**config.mk**
```make
export PLATFORM = sky130hd
export DESIGN_NAME = bcd_to_bin_flat
export DESIGN_NICKNAME = d
export VERILOG_FILES = /design/src/rtl/freq_pkg.sv /design/src/rtl/bcd_to_bin_if.sv /design/src/rtl/bcd_digit_adj.sv /design/src/rtl/bcd_to_bin.sv /design/src/flat_wrapper.sv
export SDC_FILE = /design/constraint.sdc
export NUM_CORES = 1
export LEC_CHECK = 0
export ABC_AREA = 0
export CAP_MARGIN = 20
export CORE_MARGIN = 4
export CORE_UTILIZATION = 35
export CTS_CLUSTER_DIAMETER = 150
export CTS_CLUSTER_SIZE = 20
export DETAILED_ROUTE_END_ITERATION = 6
export PLACE_DENSITY = 0.66
export REMOVE_ABC_BUFFERS = 1
export SYNTH_ARGS = -nofsm -noshare
export SYNTH_HDL_FRONTEND = slang
export SYNTH_SLANG_ARGS = --single-unit
```
**constraint.sdc**
```tcl
create_clock -name clk -period 5.2 [get_ports clk]
set_input_delay 1.04 -clock clk [delete_from_list [all_inputs] [get_ports clk]]
set_output_delay 1.04 -clock clk [all_outputs]
set_load 0.02 [all_outputs]
```
**src/rtl/freq_pkg.sv**
```systemverilog
// rtl/freq_pkg.sv - shared widths, FSM encoding and digit-check helper for the BCD converter
package freq_pkg;

  localparam int NDIG = 10;
  localparam int NBIN = 32;
  localparam int BCDW = NDIG * 4;

  typedef enum logic [1:0] {
    IDLE  = 2'd0,
    SHIFT = 2'd1,
    DONE  = 2'd2
  } state_t;

  function automatic logic bad_digits(input logic [BCDW-1:0] v);
    logic r;
    r = 1'b0;
    for (int i = 0; i < NDIG; i++) begin
      if (v[i*4 +: 4] > 4'd9) r = 1'b1;
    end
    return r;
  endfunction

endpackage

```
**src/rtl/bcd_to_bin_if.sv**
```systemverilog
// rtl/bcd_to_bin_if.sv - request/result bundle between a decimal-entry source and the converter
interface bcd_to_bin_if;
  import freq_pkg::*;

  logic            start;
  logic [3:0]      b0, b1, b2, b3, b4, b5, b6, b7, b8, b9;
  logic [NBIN-1:0] bin_out;
  logic            busy;
  logic            done;
  logic            ovf;
  logic            invalid;

  modport master (
    output start, b0, b1, b2, b3, b4, b5, b6, b7, b8, b9,
    input  bin_out, busy, done, ovf, invalid
  );

  modport slave (
    input  start, b0, b1, b2, b3, b4, b5, b6, b7, b8, b9,
    output bin_out, busy, done, ovf, invalid
  );

endinterface

```
**src/rtl/bcd_digit_adj.sv**
```systemverilog
// rtl/bcd_digit_adj.sv - reverse double-dabble correction for one BCD digit
module bcd_digit_adj (
  input  logic [3:0] din,
  output logic [3:0] dout
);

  assign dout = (din >= 4'd8) ? din - 4'd3 : din;

endmodule

```
**src/rtl/bcd_to_bin.sv**
```systemverilog
// rtl/bcd_to_bin.sv - iterative BCD-to-binary converter, one bit per clock, with range/format flags
module bcd_to_bin
  import freq_pkg::*;
(
  input logic         clk,
  input logic         rst,
  bcd_to_bin_if.slave bus
);

  state_t          state, state_n;
  logic [BCDW-1:0] bcd_reg, bcd_n;
  logic [NBIN-1:0] bin_reg, bin_n;
  logic [5:0]      cnt, cnt_n;
  logic [NBIN-1:0] bin_q, bin_q_n;
  logic            ovf_q, ovf_n;
  logic            inv_q, inv_n;
  logic            err_q, err_n;

  logic [BCDW-1:0] digits_in;
  logic [BCDW-1:0] bcd_shift;
  logic [BCDW-1:0] bcd_adj;
  logic [NBIN-1:0] bin_shift;

  assign digits_in = {bus.b9, bus.b8, bus.b7, bus.b6, bus.b5,
                      bus.b4, bus.b3, bus.b2, bus.b1, bus.b0};
  assign bcd_shift = {1'b0, bcd_reg[BCDW-1:1]};
  assign bin_shift = {bcd_reg[0], bin_reg[NBIN-1:1]};

  for (genvar g = 0; g < NDIG; g++) begin : g_adj
    bcd_digit_adj u_adj (
      .din  (bcd_shift[g*4 +: 4]),
      .dout (bcd_adj[g*4 +: 4])
    );
  end

  always_comb begin
    state_n = state;
    bcd_n   = bcd_reg;
    bin_n   = bin_reg;
    cnt_n   = cnt;
    bin_q_n = bin_q;
    ovf_n   = ovf_q;
    inv_n   = inv_q;
    err_n   = err_q;
    case (state)
      IDLE: begin
        if (bus.start) begin
          bcd_n   = digits_in;
          bin_n   = '0;
          cnt_n   = '0;
          err_n   = bad_digits(digits_in);
          state_n = SHIFT;
        end
      end
      SHIFT: begin
        // A malformed entry spends one cycle here so done timing stays uniform in shape.
        if (err_q) begin
          bin_q_n = '0;
          ovf_n   = 1'b0;
          inv_n   = 1'b1;
          state_n = DONE;
        end else begin
          bcd_n = bcd_adj;
          bin_n = bin_shift;
          cnt_n = cnt + 6'd1;
          if (cnt == 6'd31) begin
            bin_q_n = bin_shift;
            ovf_n   = |bcd_adj;
            inv_n   = 1'b0;
            state_n = DONE;
          end
        end
      end
      DONE:    state_n = IDLE;
      default: state_n = IDLE;
    endcase
  end

  always_ff @(posedge clk or posedge rst) begin
    if (rst) begin
      state   <= IDLE;
      bcd_reg <= '0;
      bin_reg <= '0;
      cnt     <= '0;
      bin_q   <= '0;
      ovf_q   <= 1'b0;
      inv_q   <= 1'b0;
      err_q   <= 1'b0;
    end else begin
      state   <= state_n;
      bcd_reg <= bcd_n;
      bin_reg <= bin_n;
      cnt     <= cnt_n;
      bin_q   <= bin_q_n;
      ovf_q   <= ovf_n;
      inv_q   <= inv_n;
      err_q   <= err_n;
    end
  end

  assign bus.bin_out = bin_q;
  assign bus.ovf     = ovf_q;
  assign bus.invalid = inv_q;
  assign bus.busy    = (state == SHIFT) || (state == DONE);
  assign bus.done    = (state == DONE);

endmodule

```
**src/flat_wrapper.sv**
```systemverilog
// flat-port wrapper written by rule: the top's interface ports become plain ports
module bcd_to_bin_flat import freq_pkg::*;
  (clk, rst, bus_start, bus_b0, bus_b1, bus_b2, bus_b3, bus_b4, bus_b5, bus_b6, bus_b7, bus_b8, bus_b9, bus_bin_out, bus_busy, bus_done, bus_ovf, bus_invalid);
  bcd_to_bin_if bus_i ();
  input logic clk;
  input logic rst;
  input wire logic [$bits(bus_i.start)-1:0] bus_start;
  input wire logic [$bits(bus_i.b0)-1:0] bus_b0;
  input wire logic [$bits(bus_i.b1)-1:0] bus_b1;
  input wire logic [$bits(bus_i.b2)-1:0] bus_b2;
  input wire logic [$bits(bus_i.b3)-1:0] bus_b3;
  input wire logic [$bits(bus_i.b4)-1:0] bus_b4;
  input wire logic [$bits(bus_i.b5)-1:0] bus_b5;
  input wire logic [$bits(bus_i.b6)-1:0] bus_b6;
  input wire logic [$bits(bus_i.b7)-1:0] bus_b7;
  input wire logic [$bits(bus_i.b8)-1:0] bus_b8;
  input wire logic [$bits(bus_i.b9)-1:0] bus_b9;
  output wire logic [$bits(bus_i.bin_out)-1:0] bus_bin_out;
  output wire logic [$bits(bus_i.busy)-1:0] bus_busy;
  output wire logic [$bits(bus_i.done)-1:0] bus_done;
  output wire logic [$bits(bus_i.ovf)-1:0] bus_ovf;
  output wire logic [$bits(bus_i.invalid)-1:0] bus_invalid;
  assign bus_i.start = bus_start;
  assign bus_i.b0 = bus_b0;
  assign bus_i.b1 = bus_b1;
  assign bus_i.b2 = bus_b2;
  assign bus_i.b3 = bus_b3;
  assign bus_i.b4 = bus_b4;
  assign bus_i.b5 = bus_b5;
  assign bus_i.b6 = bus_b6;
  assign bus_i.b7 = bus_b7;
  assign bus_i.b8 = bus_b8;
  assign bus_i.b9 = bus_b9;
  assign bus_bin_out = bus_i.bin_out;
  assign bus_busy = bus_i.busy;
  assign bus_done = bus_i.done;
  assign bus_ovf = bus_i.ovf;
  assign bus_invalid = bus_i.invalid;
  bcd_to_bin u_core (.clk(clk), .rst(rst), .bus(bus_i));
endmodule
```
==> metrics, run 1 <==
WS Path Type=reg -> reg; Starting DRT DRC Count=274; max FFs per register=40; CP Buf/Inv Count=2; Final period util=56.6%; most common cell after layout, fill and taps aside=dfrtp_1; drt drc=0; crit start category=flip-flop; Std-Cell Rows=45; min Tclk post-route=2.94 ns; H-tree levels=4; postcts setup bufs=0; Die Ht=134 um; commonest cells after routing, fill and taps aside=dfrtp_1 (114), clkdlybuf4s50_1 (78), a22o_1 (65); setup ws final=2.26 ns; DP Area=6450 sq um; fraction of layout cells with a size suffix above 1=8.83%; Clock Skew=0.00730 ns; antenna cells=0; TritonCTS clock tree=done; GR Util All Layers=15.1%; pre-CTS setup slack=1.88 ns; Async SR Flop Fraction=100%; first-pass GRT wire length=21700 um; Power Dens Cells=569 nW/um^2; Die Footprint=18000 sq um; Detailed Place HPWL=9240 um; worst skew pair latency=0.41 ns; CP Capture Type=flip-flop; DRT Pass-1 Iters=4; status=finished, final reports clean; Leak Pwr=3.12 nW; slowest stage cell on the critical path=ha_2; # IOs=79; Synth warnings=0; Worst Hold Class=reg -> reg; TritonCTS buffer count=17; Antenna Nets Post-Route=0; Synth cell types=48; clk sink count=114; Rel. slew slack=31.6%; hold buffer count at cts=0; crit-path cells=inv_1 > ha_2 > a211o_2 > buf_4 > o21ai_0 > a221oi_1; CP top delay family=compound AO/OA/AOI/OAI gates; initial antenna violation count=0; largest stage delay on the critical path=0.74 ns; RSZ-0062 raised after global routing=no; final hold viol count=0; Core Box Area=15400 sq um; EDFF count, synth=0; Critical Path AT=3.24 ns; setup TNS=0 ns; GP Congestion=0.846; Post-CTS Resized=0; FMAX=340 MHz; DR vias/cell=5.15; Req. time, crit path=5.50 ns; Min Hold Slack=0.503 ns; wire length per cell=16.4 um; Die X=134 um; Clk Tree Root Cell=clkbuf_16; CTS Buffer Depth=2; Final nets=652; number of global-route vias before repair=4219; final setup violation count=0; Seq/Total Area, Yosys=51.2%; via count=4179; top_reg_cell synth=dfrtp_1; Yosys reg bits=114; Max VDD drop=0.244 mV; wirelength, routed=13300 um; mapped cell area=5570 sq um; Worst R2R Start=u_core.state[1]; Layout area overhead=27.7%; crit path launch=u_core.state[1]; Congestion Overflow GR=0; non-filler instance count after layout=811; Max-cap violations=0; min-delay src=u_core.bin_reg[21]; clk slew on worst S/H paths=0.06 ns; crit-path max FO=44; mean area per synthesized cell=10.7 sq um; Worst-Margin Slew=1.02 ns; Gate Count Post-Synth=519; Slew Viols, Final=0; finished layout cell area=7120 sq um; pin count of the biggest net entering global routing=89; Initial Utilization=36.2%; DP Cell Count=778; PortBufs=78
## cell families after synthesis
logic type / Yosys count / synth area share [%]
DFF: 114 / 51.2
AOI/OAI and AO/OA: 167 / 21.2
xor gates and xnor gates: 22 / 3.46
muxes: 20 / 3.62
buffers and inverters: 56 / 5.37
adders and majority gates: 22 / 4.94
and+or+nand+nor: 118 / 10.3
## per-stage QoR
step / total power, mW / utilization, %
2_1_floorplan: 2.34 / -
3_3_place_gp: 2.75 / 41.9
3_5_place_dp: 2.81 / 42.0
4_1_cts: 4.08 / 46.1
5_1_grt: 4.32 / 46.3
6_report: 4.05 / 46.3
## final cells by class
| cell class | instances | area, sq um |
|---|---|---|
| fill | 1400 | 8260 |
| sequential | 114 | 2850 |
| multi-input combinational | 349 | 2430 |
| timing repair buffer | 84 | 853 |
| clock buffer | 21 | 460 |
| tap | 211 | 264 |
| clock inverter | 11 | 178 |
| inverter | 21 | 81.3 |
## synthesized netlist by cell type (2+ instances only)
cell type	n	area, sq um
dfrtp_1	114	2850
a22o_1	65	569
o21ai_0	63	315
nand2_1	61	229
ha_1	22	275
inv_1	21	78.8
mux2i_1	19	190
xnor2_1	18	158
nor2_1	17	63.8
buf_2	14	70.1
nor2b_1	11	68.8
a21oi_1	9	45.0
o21ai_1	9	45.0
clkbuf_1	8	30.0
nand4_1	8	50.1
buf_6	7	78.8
buf_4	5	37.5
nand2b_1	5	31.3
o211ai_1	5	37.5
xor2_1	4	35.0
nand3_1	3	15.0
o221a_2	3	33.8
a2111o_1	2	22.5
nor2b_4	2	27.5
## layer usage
metal,vias up,part of all wire (%),GRT usage (%)
met5,-,0,0
met4,0,1.5,5.88
met3,16,5.7,2.81
met2,131,46,23.5
met1,2043,47,20.9
li1,1989,-,-
## tightest hold or removal path: cells and delay by family (launching register included)
| family | cells | cell delay, ns |
|---|---|---|
| flops | 1 | 0.36 |
| simple gates | 2 | 0.11 |
## report_power, final
| part | total [mW] | internal [mW] | switching (mW) |
|---|---|---|---|
| clock network | 1.25 | 0.831 | 0.418 |
| registers | 1.34 | 1.09 | 0.254 |
| logic | 1.46 | 0.600 | 0.859 |
## path summary, 6_finish.rpt
path | cells past startpoint | slack [ns] | endpoint
worst max-delay path | 6 | 2.26 | u_core.bcd_reg[31]
worst min-delay path | 2 | 0.50 | u_core.bin_reg[21]
worst max register to register | 6 | 2.26 | u_core.bcd_reg[31]
worst min register to register | 2 | 0.50 | u_core.bin_reg[21]
max in group asynchronous | 4 | 3.21 | u_core.bin_reg[25]
min in group asynchronous | 2 | 0.97 | u_core.bin_reg[15]
(Power assumes the default switching activity.)
==> inputs of run 2 (changes only) <==
Clock period 5.2 ns to 2.8 ns, I/O delays scaled along.
==> metrics, run 2 (synthesized netlist as in run 1, its figures left out) <==
status=finished, final reports clean; hold buffer count at cts=0; clk slew on worst S/H paths=0.05 ns; Min Hold Slack=0.499 ns; Congestion Overflow GR=0; DP Cell Count=782; Req. time, crit path=3.07 ns; Worst Hold Class=reg -> reg; WS Path Type=reg -> reg; non-filler instance count after layout=813; crit start category=flip-flop; Antenna Nets Post-Route=0; number of global-route vias before repair=4205; first-pass GRT wire length=21900 um; CTS Buffer Depth=2; reg2reg setup slack=0.44 ns; DP Area=6500 sq um; Starting DRT DRC Count=275; postcts setup bufs=0; # IOs=79; FMAX=424 MHz; Max-cap violations=0; wirelength, routed=13200 um; final hold viol count=0; Die Ht=134 um; hold depth=1; Leak Pwr=3.14 nW; Rel. slew slack=33.0%; GR Util All Layers=15.4%; Critical Path AT=2.63 ns; initial antenna violation count=0; largest stage delay on the critical path=0.83 ns; Clock Skew=0.00650 ns; worst skew pair latency=0.41 ns; drt drc=0; wire length per cell=16.2 um; GP Congestion=0.837; PortBufs=78; TritonCTS clock tree=done; Worst Reg2Reg Path Length in Cells=7; Layout area overhead=28.2%; Max VDD drop=0.543 mV; slowest stage cell on the critical path=a211oi_2; power consumption=7.61 mW; min Tclk post-route=2.36 ns; Die X=134 um; fillers=1396; commonest cells after routing, fill and taps aside=dfrtp_1 (114), clkdlybuf4s50_1 (78), a22o_1 (65); Final nets=655; Initial Utilization=36.2%; via count=4193; clk sink count=114; Post-CTS Resized=0; Power Dens Cells=1070 nW/um^2; RSZ-0062 raised after global routing=no; Std-Cell Rows=45; TritonCTS buffer count=17; DRT Pass-1 Iters=7; Core Box Area=15400 sq um; Slew Viols, Final=0; Worst-Margin Slew=1.00 ns; final setup violation count=0; Final period util=84.2%; H-tree levels=4; Detailed Place HPWL=9170 um; Clk Tree Root Cell=clkbuf_16; CP Capture Type=flip-flop; fraction of layout cells with a size suffix above 1=8.97%; pin count of the biggest net entering global routing=115; setup TNS=0 ns; crit-path cells=inv_1 > ha_1 > nor2b_4 > a211oi_2 > nand4_1 > xor2_1 > nor2_1; DR vias/cell=5.16; finished layout cell area=7140 sq um; antenna cells=0; crit-path max FO=16; most common cell after layout, fill and taps aside=dfrtp_1; max FFs per register=40; Die Footprint=18000 sq um
run 2: layout make-up:
type                    instances  area (sq um)  share of cell area (%)
inverters                      21          81.3                    1.14
clock buffers                  22           464                    6.50
well taps                     211           264                    3.70
clock inverters                 9           179                    2.51
multi-input cells             349          2430                    34.0
repair buffers                 87           873                    12.2
flip-flops and latches        114          2850                    40.0
run 2: worst paths after layout:
path                                            start               endpoint
worst max-delay path                  u_core.state[0]          u_core.cnt[5]
worst min-delay path            u_core.bus.bin_out[3]  u_core.bus.bin_out[3]
worst max register to register        u_core.state[0]          u_core.cnt[5]
worst min register to register  u_core.bus.bin_out[3]  u_core.bus.bin_out[3]
max in group asynchronous                         rst     u_core.bcd_reg[38]
min in group asynchronous                         rst     u_core.bin_reg[12]
run 2: power by group:
group	leakage, nW	internal (mW)	total, mW	switching (mW)
Combinational	1.33	1.17	2.76	1.59
Sequential	1.51	2.03	2.48	0.458
Clock	0.306	1.62	2.37	0.748
run 2: per-stage QoR:
stage,setup WS (ns),util (%)
3_5_place_dp,0.166,42.3
5_1_grt,0.246,46.5
4_1_cts,0.406,46.5
3_3_place_gp,0.223,42.3
2_1_floorplan,-1.34,-
6_report,0.441,46.5
run 2: metal layers:
metal | vias to the layer above | wire length [um] | track usage (%)
met2 | 155 | 6170 | 23.6
met1 | 2044 | 6020 | 20.9
met4 | 0 | 89 | 4.98
li1 | 1985 | - | -
met5 | - | 0 | 0
met3 | 9 | 876 | 4.61
run 2: worst max-delay path: cells and delay by family (launching register included):
family	cells	cell delay, ns
DFF	1	0.35
AOI/OAI and AO/OA	1	0.83
and+or+nand+nor	3	0.48
buffers and inverters	1	0.08
adders and majority gates	1	0.24
xor gates and xnor gates	1	0.24
